$ cat config.mk
export PLATFORM = sky130hd
export DESIGN_NAME = complete_bus_arbiter
export DESIGN_NICKNAME = d
export VERILOG_FILES = /design/src/rtl/core_types_pkg.sv /design/src/rtl/complete_arb_fifo.sv /design/src/rtl/complete_bus_arbiter.sv
export SDC_FILE = /design/constraint.sdc
export NUM_CORES = 1
export LEC_CHECK = 0
export CAP_MARGIN = 20
export CORE_MARGIN = 5
export CORE_UTILIZATION = 40
export CTS_BUF_LIST = sky130_fd_sc_hd__clkbuf_16
export CTS_CLUSTER_SIZE = 8
export DETAILED_ROUTE_END_ITERATION = 7
export PLACE_DENSITY = 0.64
export SLEW_MARGIN = 10
export SYNTH_ARGS = -nofsm -noshare
export SYNTH_HDL_FRONTEND = slang
export SYNTH_SLANG_ARGS = --single-unit
$ cat constraint.sdc
create_clock -name CLK -period 4.5 [get_ports CLK]
set_clock_uncertainty 0.05 [all_clocks]
set_input_delay 0.9 -clock CLK [delete_from_list [all_inputs] [get_ports CLK]]
set_output_delay 0.9 -clock CLK [all_outputs]
set_load 0.05 [all_outputs]
$ cat src/rtl/core_types_pkg.sv
// Purpose: shared core types for the writeback / complete-bus path.
//   phys_reg_tag_t       : physical register tag (64 physical registers)
//   word_t               : 32-bit result word
//   complete_bus_t       : one complete-bus beat {valid, tag, value}
//   complete_arb_entry_t : payload queued per writeback requester
package core_types_pkg;

    localparam int unsigned PHYS_REG_TAG_W       = 6;
    localparam int unsigned WORD_W               = 32;
    localparam int unsigned COMPLETE_ARB_NUM_REQ = 4;

    typedef logic [PHYS_REG_TAG_W-1:0] phys_reg_tag_t;
    typedef logic [WORD_W-1:0]         word_t;

    typedef struct packed {
        logic          valid;
        phys_reg_tag_t dest_phys_reg_tag;
        word_t         value;
    } complete_bus_t;

    typedef struct packed {
        phys_reg_tag_t dest_phys_reg_tag;
        word_t         value;
    } complete_arb_entry_t;

endpackage

$ cat src/rtl/complete_arb_fifo.sv
// Purpose: small per-requester FIFO holding completed results awaiting a bus.
// Ports:
//   clk_i, rst_i   : clock, synchronous active-high reset
//   push_i/data_i  : push request and payload (ignored while full)
//   pop_i          : pop the head (ignored while empty)
//   full_o/empty_o : occupancy flags from registered count
//   head_o         : current head entry
//   count_err_o    : count exceeds depth (internal consistency flag)
module complete_arb_fifo
    import core_types_pkg::*;
#(
    parameter int unsigned FIFO_DEPTH = 2
) (
    input  logic                clk_i,
    input  logic                rst_i,
    input  logic                push_i,
    input  complete_arb_entry_t push_data_i,
    input  logic                pop_i,
    output logic                full_o,
    output logic                empty_o,
    output complete_arb_entry_t head_o,
    output logic                count_err_o
);

    localparam int unsigned PTR_W = (FIFO_DEPTH > 1) ? $clog2(FIFO_DEPTH) : 1;
    localparam int unsigned CNT_W = PTR_W + 1;

    complete_arb_entry_t mem_q [FIFO_DEPTH];
    logic [PTR_W-1:0]    head_ptr_q, head_ptr_d;
    logic [PTR_W-1:0]    tail_ptr_q, tail_ptr_d;
    logic [CNT_W-1:0]    count_q,    count_d;
    logic                do_push, do_pop;

    assign full_o      = (count_q == CNT_W'(FIFO_DEPTH));
    assign empty_o     = (count_q == '0);
    assign count_err_o = (count_q >  CNT_W'(FIFO_DEPTH));
    assign head_o      = mem_q[head_ptr_q];

    assign do_push = push_i && !full_o;
    assign do_pop  = pop_i  && !empty_o;

    // Pointer/count next state; depth is a power of two so pointers wrap naturally.
    always_comb begin
        head_ptr_d = head_ptr_q;
        tail_ptr_d = tail_ptr_q;
        count_d    = count_q;
        if (do_push) tail_ptr_d = tail_ptr_q + PTR_W'(1);
        if (do_pop)  head_ptr_d = head_ptr_q + PTR_W'(1);
        unique case ({do_push, do_pop})
            2'b10:   count_d = count_q + CNT_W'(1);
            2'b01:   count_d = count_q - CNT_W'(1);
            default: count_d = count_q;
        endcase
    end

    always_ff @(posedge clk_i) begin
        if (rst_i) begin
            head_ptr_q <= '0;
            tail_ptr_q <= '0;
            count_q    <= '0;
        end else begin
            head_ptr_q <= head_ptr_d;
            tail_ptr_q <= tail_ptr_d;
            count_q    <= count_d;
        end
    end

    // Storage needs no reset: the count qualifies every entry.
    always_ff @(posedge clk_i) begin
        if (do_push) mem_q[tail_ptr_q] <= push_data_i;
    end

endmodule

$ cat src/rtl/complete_bus_arbiter.sv
// Purpose: shares complete buses 0/1 among NUM_REQ writeback requesters.
//   Each requester pushes into its own FIFO; each cycle a round-robin scan
//   from rr_ptr grants up to two FIFO heads onto the registered buses.
// Ports:
//   CLK, RST                    : clock, synchronous active-high reset
//   DUT_error                   : registered one-cycle consistency error
//   req_valid/req_ready         : per-requester push handshake
//   req_dest_phys_reg_tag/value : per-requester payload
//   complete_bus_{0,1}_*        : registered bus outputs
// Optional: define COMPLETE_ARB_STARVE_CHECK_EN to add per-requester wait
//   counters that flag DUT_error when a head waits STARVE_LIMIT cycles.
module complete_bus_arbiter
    import core_types_pkg::*;
#(
    parameter int unsigned NUM_REQ      = COMPLETE_ARB_NUM_REQ,
    parameter int unsigned FIFO_DEPTH   = 2,
    parameter int unsigned STARVE_LIMIT = 8
) (
    input  logic                              CLK,
    input  logic                              RST,
    output logic                              DUT_error,
    input  logic          [NUM_REQ-1:0]       req_valid,
    output logic          [NUM_REQ-1:0]       req_ready,
    input  phys_reg_tag_t [NUM_REQ-1:0]       req_dest_phys_reg_tag,
    input  word_t         [NUM_REQ-1:0]       req_value,
    output logic                              complete_bus_0_valid,
    output phys_reg_tag_t                     complete_bus_0_dest_phys_reg_tag,
    output word_t                             complete_bus_0_value,
    output logic                              complete_bus_1_valid,
    output phys_reg_tag_t                     complete_bus_1_dest_phys_reg_tag,
    output word_t                             complete_bus_1_value
);

    localparam int unsigned RR_W = (NUM_REQ > 1) ? $clog2(NUM_REQ) : 1;

    logic [NUM_REQ-1:0]  fifo_full, fifo_empty, fifo_pop, fifo_cnt_err;
    complete_arb_entry_t fifo_head [NUM_REQ];

    logic [RR_W-1:0]     rr_q, rr_d;
    logic                gnt0_vld, gnt1_vld;
    logic [RR_W-1:0]     gnt0_idx, gnt1_idx;
    logic [RR_W:0]       scan_sum;

    complete_bus_t       bus0_q, bus0_d, bus1_q, bus1_d;
    logic                error_q, error_d;
    logic                dup_tag, starve_hit;

    assign req_ready = ~fifo_full;

    for (genvar i = 0; i < int'(NUM_REQ); i++) begin : g_fifo
        complete_arb_fifo #(
            .FIFO_DEPTH (FIFO_DEPTH)
        ) u_fifo (
            .clk_i       (CLK),
            .rst_i       (RST),
            .push_i      (req_valid[i]),
            .push_data_i ('{dest_phys_reg_tag: req_dest_phys_reg_tag[i],
                            value:             req_value[i]}),
            .pop_i       (fifo_pop[i]),
            .full_o      (fifo_full[i]),
            .empty_o     (fifo_empty[i]),
            .head_o      (fifo_head[i]),
            .count_err_o (fifo_cnt_err[i])
        );
    end

    // Round-robin scan: first non-empty from rr_q goes to bus 0, next to bus 1.
    always_comb begin
        gnt0_vld = 1'b0;
        gnt1_vld = 1'b0;
        gnt0_idx = '0;
        gnt1_idx = '0;
        scan_sum = '0;
        for (int unsigned k = 0; k < NUM_REQ; k++) begin
            scan_sum = {1'b0, rr_q} + (RR_W+1)'(k);
            if (scan_sum >= (RR_W+1)'(NUM_REQ)) scan_sum = scan_sum - (RR_W+1)'(NUM_REQ);
            if (!fifo_empty[scan_sum[RR_W-1:0]]) begin
                if (!gnt0_vld) begin
                    gnt0_vld = 1'b1;
                    gnt0_idx = scan_sum[RR_W-1:0];
                end else if (!gnt1_vld) begin
                    gnt1_vld = 1'b1;
                    gnt1_idx = scan_sum[RR_W-1:0];
                end
            end
        end
    end

    // One pop per FIFO; the two winners are always distinct.
    always_comb begin
        fifo_pop = '0;
        for (int unsigned i = 0; i < NUM_REQ; i++) begin
            fifo_pop[i] = (gnt0_vld && (gnt0_idx == RR_W'(i)))
                       || (gnt1_vld && (gnt1_idx == RR_W'(i)));
        end
    end

    // Pointer moves just past the last winner so it goes to the back of the line.
    always_comb begin
        rr_d = rr_q;
        if (gnt1_vld) begin
            rr_d = (gnt1_idx == RR_W'(NUM_REQ-1)) ? '0 : gnt1_idx + RR_W'(1);
        end else if (gnt0_vld) begin
            rr_d = (gnt0_idx == RR_W'(NUM_REQ-1)) ? '0 : gnt0_idx + RR_W'(1);
        end
    end

    // Bus next state; payload holds when no grant.
    always_comb begin
        bus0_d       = bus0_q;
        bus1_d       = bus1_q;
        bus0_d.valid = gnt0_vld;
        bus1_d.valid = gnt1_vld;
        if (gnt0_vld) begin
            bus0_d.dest_phys_reg_tag = fifo_head[gnt0_idx].dest_phys_reg_tag;
            bus0_d.value             = fifo_head[gnt0_idx].value;
        end
        if (gnt1_vld) begin
            bus1_d.dest_phys_reg_tag = fifo_head[gnt1_idx].dest_phys_reg_tag;
            bus1_d.value             = fifo_head[gnt1_idx].value;
        end
    end

`ifdef COMPLETE_ARB_STARVE_CHECK_EN
    localparam int unsigned WAIT_W = $clog2(STARVE_LIMIT + 1);

    logic [WAIT_W-1:0] wait_q [NUM_REQ];
    logic [WAIT_W-1:0] wait_d [NUM_REQ];

    // Wait counters: clear on grant or empty, saturate at the limit; flag on arrival.
    always_comb begin
        starve_hit = 1'b0;
        for (int unsigned i = 0; i < NUM_REQ; i++) begin
            wait_d[i] = wait_q[i];
            if (fifo_empty[i] || fifo_pop[i]) begin
                wait_d[i] = '0;
            end else if (wait_q[i] != WAIT_W'(STARVE_LIMIT)) begin
                wait_d[i] = wait_q[i] + WAIT_W'(1);
                if (wait_d[i] == WAIT_W'(STARVE_LIMIT)) starve_hit = 1'b1;
            end
        end
    end

    always_ff @(posedge CLK) begin
        for (int unsigned i = 0; i < NUM_REQ; i++) begin
            if (RST) wait_q[i] <= '0;
            else     wait_q[i] <= wait_d[i];
        end
    end
`else
    assign starve_hit = 1'b0;
`endif

    // Two buses carrying one nonzero tag would set the same ready bit twice.
    assign dup_tag = gnt0_vld && gnt1_vld
                  && (bus0_d.dest_phys_reg_tag == bus1_d.dest_phys_reg_tag)
                  && (bus0_d.dest_phys_reg_tag != '0);

    assign error_d = dup_tag || (|fifo_cnt_err) || starve_hit;

    always_ff @(posedge CLK) begin
        if (RST) begin
            rr_q    <= '0;
            bus0_q  <= '0;
            bus1_q  <= '0;
            error_q <= 1'b0;
        end else begin
            rr_q    <= rr_d;
            bus0_q  <= bus0_d;
            bus1_q  <= bus1_d;
            error_q <= error_d;
        end
    end

    assign DUT_error                        = error_q;
    assign complete_bus_0_valid             = bus0_q.valid;
    assign complete_bus_0_dest_phys_reg_tag = bus0_q.dest_phys_reg_tag;
    assign complete_bus_0_value             = bus0_q.value;
    assign complete_bus_1_valid             = bus1_q.valid;
    assign complete_bus_1_dest_phys_reg_tag = bus1_q.dest_phys_reg_tag;
    assign complete_bus_1_value             = bus1_q.value;

endmodule

Word level (Yosys, flattened, before mapping)
Memories as Yosys holds them, arrays and structs flattened. A register that Yosys moved wholly into a read port is not among the register bits.
Index checks and enable logic that the tools add are counted.
W data, S select, Z words.

word-level totals
  flip-flop bits (word level) = 97
  bits in writable memories = 304
  input bits = 158
  output and inout bits = 83
  memories kept = 4

operators by class
  add/sub/neg operators = 25
  order comparisons = 14
  equality and inequality tests = 19
  mux-type cells = 68
  bitwise operators = 3
  reduce and logical (&&, ||, !) cells = 45

memories
  name                    words  bits a word  read ports  clocked after Yosys merged registers in  wr ports  line                     source
  g_fifo[0].u_fifo.mem_q  2      38           1           1                                        1         complete_arb_fifo.sv:28  complete_arb_entry_t mem_q [FIFO_DEPTH];
  g_fifo[1].u_fifo.mem_q  2      38           1           1                                        1         complete_arb_fifo.sv:28
  g_fifo[2].u_fifo.mem_q  2      38           1           1                                        1         complete_arb_fifo.sv:28
  g_fifo[3].u_fifo.mem_q  2      38           1           1                                        1         complete_arb_fifo.sv:28

operators by type and width
  operator               count
  $mux W38               6
  $bmux W38 S2           2
  $mux W2                23
  $mux W1                29
  $eq A2 B2 Y1 const B   12
  $logic_and A1 B1 Y1    19
  $pmux W2 S2            4
  $sub A2 B1 Y2 const B  8
  $ge A3 B3 Y1 const B   5
  $add A2 B1 Y2 const B  6
  $eq A2 B1 Y1 const B   6
  $logic_not A2 Y1       6
  $lt A2 B3 Y1 const B   4
  $reduce_bool A2 Y1     5
  $add A1 B1 Y1 const B  8
  $bmux W1 S2            4
  $gt A2 B2 Y1 const B   4
  $logic_not A1 Y1       8
  $add A2 B2 Y3 const B  2
  $eq A6 B6 Y1           1
  $not A2 Y3             2
  $reduce_bool A6 Y1     1
  $logic_or A1 B1 Y1     5
  $not A4 Y4             1
  3 further kinds        3

Depth between registers and ports, before layout
Gate-level depths: netlist of the first run.

  word-level depth = 21
  mapped depth = 19
  gate-level depth less buffers = 15

Hierarchy
From an unflattened synthesis of the first run, not the netlist that was laid out.

second synthesis, totals
  cell total of the unflattened synthesis = 1384
  area total of the unflattened synthesis = 17767.0 sq um

by module, submodules not included
  module                times used  cells each  area each (sq um)
  complete_arb_fifo     4           145         2960.3
  complete_bus_arbiter  1           804         5925.7

Worst setup path after synthesis of the first run
No wires, ideal clock.

  path kind = flip-flop to flip-flop
  from = register g_fifo[3].u_fifo.count_q[0]
  to = register g_fifo[1].u_fifo.count_q[1]
  library setup time = 0.070 ns
  arrival time = 3.587 ns
  required time = 4.380 ns
  path slack = 0.792 ns
  cell stages (with the launch flop) = 19
  period minus slack after synthesis = 3.708 ns
  cells stage by stage = dfxtp_1 > buf_2 > nor2_1 > buf_2 > a21oi_1 > a21o_1 > ha_1 > mux2_2 > o21a_1 > nand2_1 > buf_6 > buf_4 > inv_1 > ha_1 > a21oi_1 > nor2_1 > ha_1 > or3_1 > a21oi_1

on the way
  longest elaborated chain between the ends = 17
  elaborated cells on any way between the ends = 43
  those cells by class = 4 x eq/ne; 33 x mux; 6 x reduce/logical

ends and longest elaborated chain
  element                                                   line                                                    source
  start: declaration                                        complete_arb_fifo.sv:31                                 logic [CNT_W-1:0] count_q, count_d;
  start signal: assignment                                  complete_arb_fifo.sv:64                                 count_q <= count_d;
  $logic_not A2 Y1 *                                        complete_arb_fifo.sv:35                                 assign empty_o = (count_q == '0);
  $bmux W1 S2                                               complete_bus_arbiter.sv:77                              if (!fifo_empty[scan_sum[RR_W-1:0]]) begin
  $mux W1 (not written as such)                             complete_bus_arbiter.sv:77
  $mux W2 / $mux W1 (equally long branches)                 complete_bus_arbiter.sv:78, complete_bus_arbiter.sv:77
  $mux W2 / $mux W1 (equally long branches)                 complete_bus_arbiter.sv:77
  $mux W2                                                   complete_bus_arbiter.sv:81                              end else if (!gnt1_vld) begin
  $mux W2                                                   complete_bus_arbiter.sv:78                              if (!gnt0_vld) begin
  $mux W2                                                   complete_bus_arbiter.sv:77
  [... 2 more ...]                                          --
  $mux W2                                                   complete_bus_arbiter.sv:77
  $eq A2 B1 Y1                                              complete_bus_arbiter.sv:94                              || (gnt1_vld && (gnt1_idx == RR_W'(i)));
  $logic_and A1 B1 Y1                                       complete_bus_arbiter.sv:94
  $logic_or A1 B1 Y1 *                                      complete_bus_arbiter.sv:94
  $logic_and A1 B1 Y1 *                                     complete_arb_fifo.sv:40                                 assign do_pop = pop_i && !empty_o;
  net g_fifo[1].u_fifo.do_pop                               complete_arb_fifo.sv:32                                 logic do_push, do_pop;
  $eq A2 B1 Y1 / $eq A2 B2 Y1 (equally long branches)       complete_arb_fifo.sv:49                                 unique case ({do_push, do_pop})
  $pmux W2 S2 / $reduce_bool A2 Y1 (equally long branches)  --
  end signal: assignment                                    complete_arb_fifo.sv:64
  end: declaration                                          complete_arb_fifo.sv:31

Mark *: on every way through the listed nets, which the timed path passes. The rest lies on a longest branch. The select of a mux whose other input is x is not followed.
A chain may end at the register's enable or synchronous reset.

Worst setup path in the final report of the first run
Ends and elaborated chain as after synthesis.

==> flow_summary.ini, run 1 <==
[run_status]
status = finished clean

[worst_setup_path]
critical_path_arrival_ns = 4.06
setup.worst_path.start_class = flip-flop
crit_fanout = 13
r2r-end = g_fifo[1].u_fifo.count_q[1]$_SDFFE_PP0P_
path_depth = 14
critical_path.endpoint = g_fifo[1].u_fifo.count_q[1]$_SDFFE_PP0P_
crit_path_cell_trace = nor2_1, a21oi_1, a21o_1, ha_1, mux2_2, o21a_1, nand2_4, inv_1, ha_1, a21oi_1, nor2_1, ha_1, or3_1, a21oi_1
cpMaxStageDelayCell = nor2_1
r2r_cells = 14
critical_path.startpoint = g_fifo[3].u_fifo.count_q[0]$_SDFFE_PP0P_
crit_type = flip-flop to flip-flop
path_buf_inv = 1
rr_startpoint = g_fifo[3].u_fifo.count_q[0]$_SDFFE_PP0P_
required_ns = 4.95
timing.reg2reg.setup_slack_ns = 0.89
crit_family = simple AND/OR/NAND/NOR gates
crit_path_end_kind = flip-flop
critPathMaxStageDelay_ns = 0.39

[layout]
areaGrowthSynthToFinish_pct = 27.4
drive_above_1_share_pct = 11.3
fill_cells = 3608
fin_cells = 2049
utilization_pct = 51.3
nNetsFinal = 1590

[sta]
final_max_slew_viol_count = 0
final.setup.tns_ns = 0
worst_pin_slew_ns = 1.07
finalCriticalPeriod_ns = 3.61
rsz0062_at_grt = false
timing.fmax_mhz = 277
finalCritPeriodShare_pct = 80.2
setup_viol_count_final = 0
slew_headroom_pct = 29.0
holdWs_ns = 0.446
hold_viol_final = 0

[clocking]
clock_latency_ns = 0.59
cts_made_buffers = 56
cts_tree = done
cts-root-buf = clkbuf_16
cts_resized = 0
clk_pin_slew_ns = 0.05
cts_hold_buf = 0
ctsHtreeMaxLevel = 2
cts_buffer_depth = 3
cts_sinks = 405
post_cts_buffers = 0

[route]
drt_wl_total_um = 48800
avgRoutedWirePerCell_um = 23.8
drt_iter0_drc = 677
drtPass1Iterations = 5
num_vias = 10800
drc = 0
ant_nets = 0
viasPerCell = 5.28

[synth]
synthFlopType = edfxtp_1
synth-warning-count = 0
ys_ff_latch = 405
synth_fp_nets = 1336
synth.distinct_cells = 56
syn_avg_cell_area_um2 = 14.8
synthArstFlopShare_pct = 0
syn_area_mm2 = 0.0173
synth-edff-count = 304
synth_seq_area_share_pct = 64.5
syn_inst = 1164

[placement]
place_congestion = 0.872
place_hpwl_um = 32300
dp_cells = 1945
portBuffers = 240

[floorplanning]
start_util_pct = 40.3
die_h_um = 218
io_pins = 241
placementRows = 76
core-area_mm2 = 0.0429
dieArea_mm2 = 0.0475
die_w_um = 218

[global_route]
grt_pass1_wl_um = 71500
antenna_found_initial = 6
grt_pass1_vias = 11200
grt.total_usage_pct = 20.2
grt.overflow.total = 0
grt_start_max_net_pins = 83

[hold_path]
min_path_type = flip-flop to flip-flop

[run]
drv_cap = 0

[power]
powerDensity_mw_per_mm2 = 850
ir_drop_v = 0.000421
power.leakage_uw = 0.00794
routing by layer:
layer / up-vias / share of wire (%) / wire (um) / GRT usage, %
met1: 5372 / 43 / 20800 / 26.6
met2: 343 / 49 / 23700 / 33.5
met5: - / 0.11 / 52 / 0
met4: 10 / 2.2 / 1050 / 5.86
li1: 5017 / - / - / -
met3: 76 / 6.6 / 3200 / 4.76
Yosys cell counts, types with 3 or more instances:
library cell / number / area [um2]
nand4_1: 8 / 50.1
nor2_1: 112 / 420
o21ai_0: 12 / 60.1
o21a_1: 3 / 22.5
clkbuf_1: 48 / 180
buf_2: 25 / 125
nor2b_1: 4 / 25.0
nand2_1: 23 / 86.3
o211ai_1: 8 / 60.1
inv_1: 4 / 15.0
and3_1: 4 / 25.0
nand3_1: 17 / 85.1
ha_1: 14 / 175
mux2i_1: 257 / 2570
a21oi_1: 22 / 110
buf_4: 4 / 30.0
dfxtp_1: 101 / 2020
a21o_1: 3 / 22.5
or3_1: 6 / 37.5
nand2b_1: 5 / 31.3
a211oi_1: 69 / 518
xor2_1: 10 / 87.6
mux4_2: 38 / 856
mux2_2: 5 / 56.3
edfxtp_1: 304 / 9130
nor3_1: 4 / 20.0
xnor2_1: 11 / 96.3
flip-flops by register name, indices dropped and copies added, names as in the netlist, 2 cells and up, named ones only:
register / cells
g_fifo.u_fifo.head_ptr_q: 4
g_fifo.u_fifo.mem_q: 304
rr_q: 2
g_fifo.u_fifo.count_q: 8
complete_bus_0_value: 32
complete_bus_1_value: 32
g_fifo.u_fifo.tail_ptr_q: 4
complete_bus_1_dest_phys_reg_tag: 6
complete_bus_0_dest_phys_reg_tag: 6
per-stage QoR:
stage	area, um2	power [uW]	setup slack (ns)
2_1_floorplan	17300	12200	0.792
3_3_place_gp	20400	15000	0.921
3_5_place_dp	20400	15100	0.884
4_1_cts	22000	18900	0.879
5_1_grt	22000	19800	0.628
6_report	22000	18700	0.890
worst min-delay path by stage:
stage | to | from | cells past startpoint | slack, ns
6_report | complete_bus_1_value[31]$_SDFFE_PP0N_ | complete_bus_1_value[31]$_SDFFE_PP0N_ | 2 | 0.45
5_1_grt | complete_bus_1_value[26]$_SDFFE_PP0N_ | complete_bus_1_value[26]$_SDFFE_PP0N_ | 2 | 0.46
4_1_cts | complete_bus_1_value[31]$_SDFFE_PP0N_ | complete_bus_1_value[31]$_SDFFE_PP0N_ | 2 | 0.45
3_5_place_dp | complete_bus_1_value[31]$_SDFFE_PP0N_ | complete_bus_1_value[31]$_SDFFE_PP0N_ | 2 | 0.44
3_3_place_gp | complete_bus_1_value[26]$_SDFFE_PP0N_ | complete_bus_1_value[26]$_SDFFE_PP0N_ | 2 | 0.44
2_1_floorplan | flip-flop | g_fifo[3].u_fifo.head_ptr_q$_SDFFE_PP0P_ | 2 | 0.43
worst min-delay path, delay by kind of cell (launching register included):
kind / cells / cell delay (ns)
AOI/OAI and AO/OA: 1 / 0.05
DFF: 1 / 0.31
and+or+nand+nor: 1 / 0.09
cell families (layout without fill, tap and decap cells):
group / after synthesis / in the layout / share of synthesized area (%)
flops: 405 / 405 / 64.5
mux: 301 / 301 / 20.2
simple gates: 197 / 197 / 5.08
compound gates: 140 / 140 / 5.84
buf+inv: 86 / 385 / 2.22
xor+xnor: 21 / 21 / 1.06
fa+ha+maj: 14 / 14 / 1.01
other cells: 0 / 1 / 0
cell type report:
| type | count | area (um2) | area share [%] |
|---|---|---|---|
| Tap cell | 585 | 732 | 3.33 |
| Antenna cell | 1 | 2.50 | 0.0114 |
| Multi-Input combinational cell | 673 | 5810 | 26.4 |
| Inverter | 6 | 25.0 | 0.114 |
| Clock inverter | 47 | 194 | 0.881 |
| Sequential cell | 405 | 11200 | 50.7 |
| Timing Repair Buffer | 276 | 2680 | 12.2 |
| Clock buffer | 56 | 1400 | 6.37 |
report_power, final:
part	total, uW	internal (uW)	switching, uW
combinational	9490	3830	5660
clock	3750	2220	1530
sequential	5470	4870	600
total	18700	10900	7790
cells in the final DEF (no fill, tap or decap), drive strengths merged, types with 3 or more instances in the layout:
master	synthesis	routed
edfxtp	304	304
mux2i	258	258
clkdlybuf4s50	0	239
nor2	114	114
dfxtp	101	101
a211oi	69	69
clkbuf	48	56
inv	6	51
mux4	38	38
buf	32	37
nand2	23	23
a21oi	22	22
nand3	17	17
ha	14	14
o21ai	14	14
xnor2	11	11
xor2	10	10
nand4	8	8
o211ai	8	8
or3	6	6
nand2b	5	5
mux2	5	5
nor3	4	4
nor2b	4	4
and3	4	4
or2	4	4
o21a	4	4
a21o	3	3
o22ai	3	3
Power figures use the tool's default switching activity.
==> inputs of run 2 (changes only) <==
==> constraint.sdc (replaced) <==
create_clock -name CLK -period 3.59 [get_ports CLK]
set_clock_uncertainty 0.05 [all_clocks]
set_input_delay 0.718 -clock CLK [delete_from_list [all_inputs] [get_ports CLK]]
set_output_delay 0.718 -clock CLK [all_outputs]
set_load 0.05 [all_outputs]
==> run 2 against run 1 <==
- maximum frequency rose by 7.2%
- via count rose by 0.22%
- register-to-register slack got worse by 0.67 ns
- cell count fell by 0.24%
- cell area rose by 0.40%
- critical path depth fell by 1
- count of clock-buffer cells in the layout rose by 1
- routed wire length fell by 1.3%
- power rose by 25%
- critical path type unchanged
- largest power group unchanged
- highest routed layer unchanged
==> flow_summary.ini, run 2 (same netlist as run 1, synthesis figures left out) <==
[run_status]
status = finished clean

[clocking]
cts-root-buf = clkbuf_16
clock_latency_ns = 0.60
cts_hold_buf = 0
cts_sinks = 405
clk_pin_slew_ns = 0.05
cts_buffer_depth = 3
cts_tree = done
cts_made_buffers = 56
ctsHtreeMaxLevel = 2

[sta]
final.setup.tns_ns = 0
finalCritPeriodShare_pct = 93.8
holdWs_ns = 0.446
worst_pin_slew_ns = 0.759
rsz0062_at_grt = false
hold_viol_final = 0
finalCriticalPeriod_ns = 3.37
final_max_slew_viol_count = 0
slew_headroom_pct = 49.4
timing.fmax_mhz = 297
setup_viol_count_final = 0

[power]
ir_drop_v = 0.000622
powerDensity_mw_per_mm2 = 1060
power.leakage_uw = 0.00794

[worst_setup_path]
crit_path_cell_trace = nor2_2, buf_4, mux4_2, mux2_2, o21a_1, nand2_4, inv_1, ha_1, a21oi_1, nor2_1, ha_1, or3_1, a21oi_1
crit_family = multiplexers
path_buf_inv = 2
critPathMaxStageDelay_ns = 0.49
crit_path_end_kind = flip-flop
required_ns = 4.06
setup.worst_path.start_class = flip-flop
cpMaxStageDelayCell = mux4_2
crit_type = flip-flop to flip-flop
crit_fanout = 13
critical_path_arrival_ns = 3.83

[layout]
areaGrowthSynthToFinish_pct = 27.9
layout_common_cells = edfxtp_1 (304), mux2i_1 (257), clkdlybuf4s50_1 (239), nor2_1 (107), dfxtp_1 (97)
drive_above_1_share_pct = 11.7
fill_cells = 3568
final_common_cell = edfxtp_1
largest-register = g_fifo.u_fifo.mem_q
largest_reg_flops = 304
nNetsFinal = 1593
utilization_pct = 51.5

[global_route]
grt.total_usage_pct = 19.9
grt_start_max_net_pins = 57
grt.overflow.total = 0
grt_pass1_vias = 11300
antenna_found_initial = 4
grt_pass1_wl_um = 70600

[route]
avgRoutedWirePerCell_um = 23.5
drc = 0
viasPerCell = 5.30
ant_nets = 0
drt_iter0_drc = 716
dr_wl_met3_um = 3120
wl_met1_um = 20700
drtPass1Iterations = 5
drt_wl_total_um = 48100
route.met2.wl_um = 23000
num_vias = 10800
top_layer = met5

[floorplanning]
io_pins = 241
dieArea_mm2 = 0.0475
die_w_um = 218
core-area_mm2 = 0.0429
die_h_um = 218
placementRows = 76
start_util_pct = 40.3

[run]
drv_cap = 0

[placement]
place_congestion = 0.799
place_hpwl_um = 31000
portBuffers = 240

[hold_path]
min_path_type = flip-flop to flip-flop
## run 2: per-layer routing
metal	track usage (%)	up-vias
met5	0	-
met4	6.01	6
met3	5.25	92
met2	32.9	349
met1	26.1	5397
li1	-	4998
## run 2: layout make-up
cell class                 instances  area, um2  share of cell area (%)
multi-input combinational        673       5820                    26.3
tap                              585        732                    3.31
sequential                       405      11200                    50.5
clock buffer                      57       1430                    6.45
antenna                            1       2.50                  0.0113
inverter                           6       25.0                   0.113
clock inverter                    38        153                   0.691
timing repair buffer             279       2780                    12.6
## run 2: final timing paths
kind	from	to	slack [ns]	cells after the start
worst max-delay path	g_fifo[3].u_fifo.count_q[0]$_SDFFE_PP0P_	g_fifo[3].u_fifo.count_q[1]$_SDFFE_PP0P_	0.22	13
worst min-delay path	complete_bus_0_value[26]$_SDFFE_PP0N_	complete_bus_0_value[26]$_SDFFE_PP0N_	0.45	2
worst max register to register	g_fifo[3].u_fifo.count_q[0]$_SDFFE_PP0P_	g_fifo[3].u_fifo.count_q[1]$_SDFFE_PP0P_	0.22	13
worst min register to register	complete_bus_0_value[26]$_SDFFE_PP0N_	complete_bus_0_value[26]$_SDFFE_PP0N_	0.45	2
## run 2: timing repair
action | CTS | global route
endpoints found under the setup margin | 0 | 1
hold endpoints to repair | 0 | 0
gates resized for setup | 0 | 1
setup buffers | 0 | 0
## run 2: power breakdown
part	switching (uW)	internal, uW
logic	7030	4900
clock network	1890	2810
registers	692	6100
## run 2: through the flow
step / cells / worst slack (ns) / total power (uW) / instance area, um2
2_1_floorplan: 1164 / 0.0303 / 15400 / 17300
4_1_cts: 2043 / 0.221 / 23700 / 22100
5_1_grt: 2044 / 0.0518 / 24800 / 22100
3_5_place_dp: 1948 / 0.254 / 18900 / 20500
6_report: 2044 / 0.223 / 23400 / 22100
3_3_place_gp: 1948 / 0.273 / 18700 / 20500
## run 2: tightest hold or removal path, delay by kind of cell (launching register included)
| kind | cells | cell delay (ns) |
|---|---|---|
| AOI/OAI and AO/OA | 1 | 0.05 |
| DFF | 1 | 0.30 |
| and+or+nand+nor | 1 | 0.09 |
